### config.mk
export PLATFORM = sky130hd
export DESIGN_NAME = wb_regfile
export DESIGN_NICKNAME = d
export VERILOG_FILES = /design/src/rtl/wb_regfile.sv
export SDC_FILE = /design/constraint.sdc
export NUM_CORES = 2
export LEC_CHECK = 0
export ABC_AREA = 1
export BUFFER_PORTS_ARGS = -buffer_cell sky130_fd_sc_hd__buf_2
export CAP_MARGIN = 20
export CORE_MARGIN = 2
export CORE_UTILIZATION = 40
export CTS_CLUSTER_DIAMETER = 150
export CTS_CLUSTER_SIZE = 14
export DETAILED_ROUTE_END_ITERATION = 10
export GPL_TIMING_DRIVEN = 1
export PLACE_DENSITY = 0.55
export SETUP_SLACK_MARGIN = 0.4
export SLEW_MARGIN = 20
export SYNTH_ARGS = -nofsm -noshare
export SYNTH_HDL_FRONTEND = slang
export SYNTH_SLANG_ARGS = --single-unit
### constraint.sdc
create_clock -name clk -period 3.2 [get_ports clk]
set_input_delay 0.64 -clock clk [delete_from_list [all_inputs] [get_ports clk]]
set_output_delay 0.64 -clock clk [all_outputs]
set_load 0.01 [all_outputs]
### src/rtl/wb_regfile.sv
// wb_regfile: Y86 writeback stage. Commits W-register results into the
// 15-entry architectural register file, serves two decode read ports,
// tracks RUN/STOP processor status and counts retired instructions.
//
// Ports:
//   clk, rst_n            clock, asynchronous active-low reset
//   W_stat, W_icode       status / icode of the instruction in writeback
//   W_valE, W_dstE        E-port write data / destination (4'hF = none)
//   W_valM, W_dstM        M-port write data / destination (4'hF = none)
//   d_srcA, d_srcB        decode read addresses
//   d_rvalA, d_rvalB      combinational read data (0 for 4'hF or in reset)
//   W_stall               combinational hold request to the W register
//   prog_stat, halted     architectural status, high-in-STOP flag
//   retired_cnt           count of retired non-bubble instructions
module wb_regfile #(
  parameter int unsigned DATA_W = 64,
  parameter int unsigned CNT_W  = 32
) (
  input  logic                     clk,
  input  logic                     rst_n,
  input  logic [1:0]               W_stat,
  input  logic [3:0]               W_icode,
  input  logic signed [DATA_W-1:0] W_valE,
  input  logic signed [DATA_W-1:0] W_valM,
  input  logic [3:0]               W_dstE,
  input  logic [3:0]               W_dstM,
  input  logic [3:0]               d_srcA,
  input  logic [3:0]               d_srcB,
  output logic signed [DATA_W-1:0] d_rvalA,
  output logic signed [DATA_W-1:0] d_rvalB,
  output logic                     W_stall,
  output logic [1:0]               prog_stat,
  output logic                     halted,
  output logic [CNT_W-1:0]         retired_cnt
);

  localparam int unsigned NREG     = 15;
  localparam logic [3:0]  RNONE    = 4'hF;
  localparam logic [3:0]  I_NOP    = 4'h1;
  localparam logic [1:0]  STAT_AOK = 2'd0;

  typedef enum logic {S_RUN = 1'b0, S_STOP = 1'b1} state_t;

  state_t                    state_q, state_d;
  logic [1:0]                prog_stat_d;
  logic                      halted_d;
  logic                      wr_ok_c;
  logic                      retire_c;
  logic signed [DATA_W-1:0]  regs [NREG];

  // Next-state / control decode
  always_comb begin
    state_d     = state_q;
    prog_stat_d = prog_stat;
    halted_d    = halted;
    wr_ok_c     = 1'b0;
    retire_c    = 1'b0;
    case (state_q)
      S_RUN: begin
        retire_c = (W_icode != I_NOP);
        if (W_stat == STAT_AOK) begin
          wr_ok_c = 1'b1;
        end else begin
          // Faulting/halting instruction retires but writes nothing
          state_d     = S_STOP;
          prog_stat_d = W_stat;
          halted_d    = 1'b1;
        end
      end
      S_STOP: ;
      default: state_d = S_RUN;
    endcase
  end

  assign W_stall = (W_stat != STAT_AOK) | (state_q == S_STOP);

  // State, status and retirement counter
  always_ff @(posedge clk or negedge rst_n) begin
    if (!rst_n) begin
      state_q     <= S_RUN;
      prog_stat   <= STAT_AOK;
      halted      <= 1'b0;
      retired_cnt <= '0;
    end else begin
      state_q   <= state_d;
      prog_stat <= prog_stat_d;
      halted    <= halted_d;
      if (retire_c) retired_cnt <= retired_cnt + CNT_W'(1);
    end
  end

  // Register storage; M port assigned last so it wins on a shared destination
  always_ff @(posedge clk or negedge rst_n) begin
    if (!rst_n) begin
      for (int i = 0; i < int'(NREG); i++) regs[i] <= '0;
    end else if (wr_ok_c) begin
      for (int i = 0; i < int'(NREG); i++) begin
        if (W_dstE != RNONE && W_dstE == 4'(i)) regs[i] <= W_valE;
        if (W_dstM != RNONE && W_dstM == 4'(i)) regs[i] <= W_valM;
      end
    end
  end

  // Read ports: no write bypass; RNONE and reset read as zero
  always_comb begin
    d_rvalA = '0;
    d_rvalB = '0;
    for (int i = 0; i < int'(NREG); i++) begin
      if (rst_n && d_srcA == 4'(i)) d_rvalA = regs[i];
      if (rst_n && d_srcB == 4'(i)) d_rvalB = regs[i];
    end
  end

endmodule

# ---- Word-level counts from Yosys, hierarchy flattened
# Index checks and enable logic that the tools add are counted.
dict set report totals {
  regBits 996
  out_inout_bits 164
  word_cells 244
}
dict set report op_classes {
  n_reduce_logical 97
  add_sub_neg 1
  bitwise_logic 3
  muxes 65
  eq_ne 59
}
# cell count
set ops {}
lappend ops {{64-bit two-way mux} 60}
lappend ops {{4-bit == test (second input constant)} 28}
lappend ops {{4-bit by 3-bit == test with 1-bit output (second input constant)} 16}
lappend ops {{1-bit logical AND} 60}
lappend ops {{32-bit by 1-bit adder with 32-bit output (second input constant)} 1}
lappend ops {{4-bit by 2-bit == test with 1-bit output (second input constant)} 8}
lappend ops {{2-bit AND reduction} 16}
lappend ops {{2-bit nonzero test} 16}
lappend ops {{4-bit by 1-bit == test with 1-bit output (second input constant)} 4}
lappend ops {{4-bit logical NOT} 4}
lappend ops {{4-bit inequality test (second input constant)} 2}
lappend ops {{1-bit two-way mux} 5}
lappend ops {{4-bit by 1-bit inequality test with 1-bit output (second input constant)} 1}
lappend ops {{2-bit logical NOT} 1}
lappend ops {{1-bit NOT} 2}
lappend ops {{1-bit bitwise OR} 1}

# ---- Logic depth before layout (Yosys ltp)
dict set report depth {
  ltp_word 17
  ltp_mapped 15
  mapped_depth_nobuf 14
}

# ---- Worst setup path before layout
# OpenSTA, ideal clock, no wires.
dict set report synth_timing {
  path_type {input port to output port}
  start {input d_srcB[0]}
  end {output d_rvalB[26]}
  cell_stages 13
  path_slack_ns 0.558
  arrival_time_ns 2.002
  n_path_buf 2
  required_time_ns 2.560
  path_cell_list {buf_2 -> nor2_2 -> inv_1 -> nor2_2 -> clkbuf_1 -> nand2_1 -> nand3_1 -> nor2_1 -> nand4_1 -> nand2_1 -> nand4_1 -> nand2_1 -> nand4_1}
}
dict set report synth_between {
  elab_chain_cells 17
}
# element line_no
set synth_rtl {}
lappend synth_rtl {{start: declaration} 28} ;# input logic [3:0] d_srcB,
lappend synth_rtl {{4-bit logical NOT} 110} ;# if (rst_n && d_srcB == 4'(i)) d_rvalB = regs[i];
lappend synth_rtl {{1-bit logical AND} 110}
lappend synth_rtl {{64-bit two-way mux (14 in series)} 110}
lappend synth_rtl {{64-bit two-way mux *} 110}
lappend synth_rtl {{end: declaration} 30} ;# output logic signed [DATA_W-1:0] d_rvalB,
# Every way passes the cells marked *; elsewhere a longest branch is shown, timed or not.

# ---- Final worst setup path
dict set report layout_timing {
  start {input d_srcA[0]}
  end {output d_rvalA[35]}
}
dict set report layout_between {
  elab_chain_cells 17
}
# element line_no
set layout_rtl {}
lappend layout_rtl {{start: declaration} 27} ;# input logic [3:0] d_srcA,
lappend layout_rtl {{4-bit logical NOT} 109} ;# if (rst_n && d_srcA == 4'(i)) d_rvalA = regs[i];
lappend layout_rtl {{1-bit logical AND} 109}
lappend layout_rtl {{64-bit two-way mux (14 in series)} 109}
lappend layout_rtl {{64-bit two-way mux *} 109}
lappend layout_rtl {{end: declaration} 29} ;# output logic signed [DATA_W-1:0] d_rvalA,
# Marks and branches as above.

==> key figures <==
Logic synthesis
  • Cells after Synth: 9336
  • Post-synthesis adder-cell area fraction: 0.0202%
  • Mux contribution to synthesized area: 0.0364%
  • Mapped Avg Cell Area: 6.63 um2
  • Largest family of logic cells by synthesized area: simple AND/OR/NAND/NOR gates
  • Synthesized netlist net count: 9489
  • Synth Area in Compound Gates: 14.0%
  • Mapped Area: 61900 um2
  • YS warnings: 0
  • Seq/Total Area, Yosys: 40.2%
  • Number of library cell types mapped by synthesis: 26
  • Synth Area in XOR/XNOR: 0.438%
  • Synth Area in Simple Gates: 36.5%
  • Synth Register Bits: 996

Global routing
  • Global-route wire length before repair: 439000 um
  • Pin count of the biggest net entering global routing: 140
  • Initial antenna violation count: 24
  • Total GRT Usage: 37.2%
  • Grt total ovfl: 0
  • Number of global-route vias before repair: 63700

Pwr
  • Power per cell area: 367 nW/um2
  • Worst vdd ir: 437 uV
  • LEAKAGE: 0.0351 uW
  • Pwr Total: 27300 uW

Floorplanning
  • Initial core utilization: 40.3%
  • Die ar.: 158000 um2
  • Die Span Y: 397 um
  • DIE WIDTH: 397 um
  • Num rows: 144
  • Core Area: 154000 um2
  • I/O pin count: 316

STA
  • Tmin final: 3.16 ns
  • RSZ-0062 raised after global routing: true
  • Final count of negative-setup-slack endpoints: 0
  • FMAX: 316 MHz
  • Tightest Pin Transition: 1.22 ns
  • Fin crit share: 98.8%
  • Hold slack: 0.0965 ns
  • Clk_skew: 0.0274 ns
  • Slew margin rel.: 18.7%
  • Pins Over Slew Limit: 0
  • Final-report hold violation count: 0
  • Final WS setup: 0.0385 ns

Layout
  • Register area: 24900 um2
  • Fillers: 15300
  • # nets final: 9559
  • Commonest non-fill, non-tap cell in the layout: nand2_1
  • Layout cells sized above 1: 13.4%
  • Post-route cell area: 74400 um2
  • Layout area overhead: 20.1%
  • Area of the multi-input gates: 33100 um2
  • Most frequent cells in the layout: nand2_1 (2831), nor2_1 (997), dfrtp_1 (996)

Critical path
  • Largest delay contributor family on the critical path: simple AND/OR/NAND/NOR gates
  • CP max stage cell: nor2_4
  • Crit path buf inv count: 6
  • CP Launch Type: primary input
  • Worst Setup SP: d_srcA[0]
  • Worst-path fanout max: 7
  • Most frequent CP cell: nand2_1
  • WP data arrival: 2.52 ns
  • Reg2Reg Setup Slack: 0.73 ns
  • Worst setup path category: primary input to output port
  • Slowest cell delay on critical path: 0.19 ns
  • WP data required: 2.56 ns
  • CP endpoint kind: output port
  • Worst R2R Start: state_q
  • CP Cell Sequence: buf_8 -> buf_8 -> nor2_4 -> nand2_2 -> nor2_4 -> buf_6 -> buf_12 -> buf_12 -> a21oi_2 -> nand2_1 -> nand3_2 -> nand2_2 -> nand4_1 -> nand2_1 -> nand2_1 -> buf_2

Clock tree
  • Root buffer cell: clkbuf_16
  • H-tree depth: 3
  • Cts bufs inserted: 81
  • CTS tree: yes
  • Worst skew pair latency: 0.74 ns
  • CTS sink count: 996
  • Worst-path clk slew: 0.08 ns
  • Maximum root-to-sink buffer count: 3

Detailed routing
  • DRT iter0 DRCs: 9536
  • Final WL: 307000 um
  • Number of iterations in the first detailed-routing pass: 7
  • Routed len/inst: 26.8 um
  • Drt via density: 6.08
  • Post-DRT Antenna Nets: 0
  • DRC violations left: 0
  • Via count: 69700

Flow run
  • Max-Cap Viols: 0

Placed design
  • Placed Instance Area: 67400 um2
  • Placement Setup Slack: -0.187 ns
  • Number of buffers added on ports: 315
  • DP HPWL: 177000 um
  • Gpl congestion: 0.930

Hold path
  • Worst hold path type: primary input to asynchronous set/reset pin

Status
  • Status: finished clean
-- flip-flops by register name (all words and copies together), names as in the netlist --
name / count
halted: 1
prog_stat: 2
regs: 960
retired_cnt: 32
state_q: 1
-- worst register-to-register path, stage by stage (launching register included) --
cell and delay, ns:
dfrtp_1 0.39, nor3_1 0.13, inv_1 0.44, a21oi_4 0.57, buf_4 0.52, nor2_1 0.18
a31oi_1 0.16
-- synth_stat cells, drive strengths merged --
master / n / area (um2)
a21oi: 218 / 1090
a31oi: 636 / 3980
buf: 277 / 1320
clkbuf: 589 / 2210
clkinv: 2 / 7.51
dfrtp: 996 / 24900
ha: 1 / 12.5
inv: 514 / 1930
mux2: 2 / 22.5
nand2: 2900 / 10900
nand3: 805 / 4040
nand3b: 1 / 7.51
nand4: 547 / 3420
nor2: 1086 / 4150
nor3: 12 / 60.1
nor4: 3 / 18.8
o21ai: 716 / 3580
xnor2: 12 / 105
xor2: 19 / 166
-- cell type report --
cell class                      instances  share of cell area (%)
Multi-Input combinational cell       6959                    44.4
Sequential cell                       996                    33.5
Timing Repair Buffer                  852                    13.0
Tap cell                             2044                    3.44
Clock buffer                           85                    2.81
Inverter                              516                    2.69
Clock inverter                          6                   0.109
Antenna cell                           12                  0.0404
-- path summary, 6_finish.rpt --
path / depth (start not counted) / end
worst max-delay path: 16 / d_rvalA[35]
worst min register to register: 2 / halted
worst min-delay path: 3 / regs[809]
worst max register to register: 6 / regs[56]
min in group clk: 2 / prog_stat[0]
max in group asynchronous: 4 / regs[115]
-- power breakdown --
group / switching, uW / internal, uW / leakage, uW
Sequential: 236 / 12900 / 0.0122
Clock: 5260 / 4660 / 0.00107
Combinational: 2980 / 1300 / 0.0219
Total: 8480 / 18900 / 0.0351
-- metal layers --
layer / share of wire (%) / track usage [%] / wire length [um]
met3: 12 / 10.2 / 35800
met4: 5.6 / 19.4 / 17300
met1: 39 / 48.2 / 120000
met2: 44 / 56.4 / 134000
met5: 0.031 / 0 / 96
-- metrics by stage --
step / util [%] / instances / setup TNS [ns]
floorplan: - / 9336 / 0
global placement: 43.8 / 11200 / -2.18
detailed placement: 43.8 / 11200 / -3.52
CTS: 47.0 / 11400 / 0
global route: 48.4 / 11500 / 0
finish: 48.4 / 11500 / 0
-- what timing repair did --
| action | in CTS | in global routing |
|---|---|---|
| endpoints found under the hold margin | 52 | 0 |
| resized for setup | 217 | 284 |
| hold buffers | 8 | 0 |
| pin swaps | 98 | 256 |
| endpoints found under the setup margin | 128 | 129 |
| setup buffers | 90 | 58 |
| cloned | 31 | 23 |
-- cells by family (layout without fill, tap and decap cells) --
logic type      Yosys count  in the layout
fa+ha+maj                 1              1
buf+inv                1382           1459
mux                       2              2
flops                   996            996
xor+xnor                 31             31
compound gates         1570           1570
simple gates           5354           5355
other cells               0             12
(Power assumes the default switching activity.)
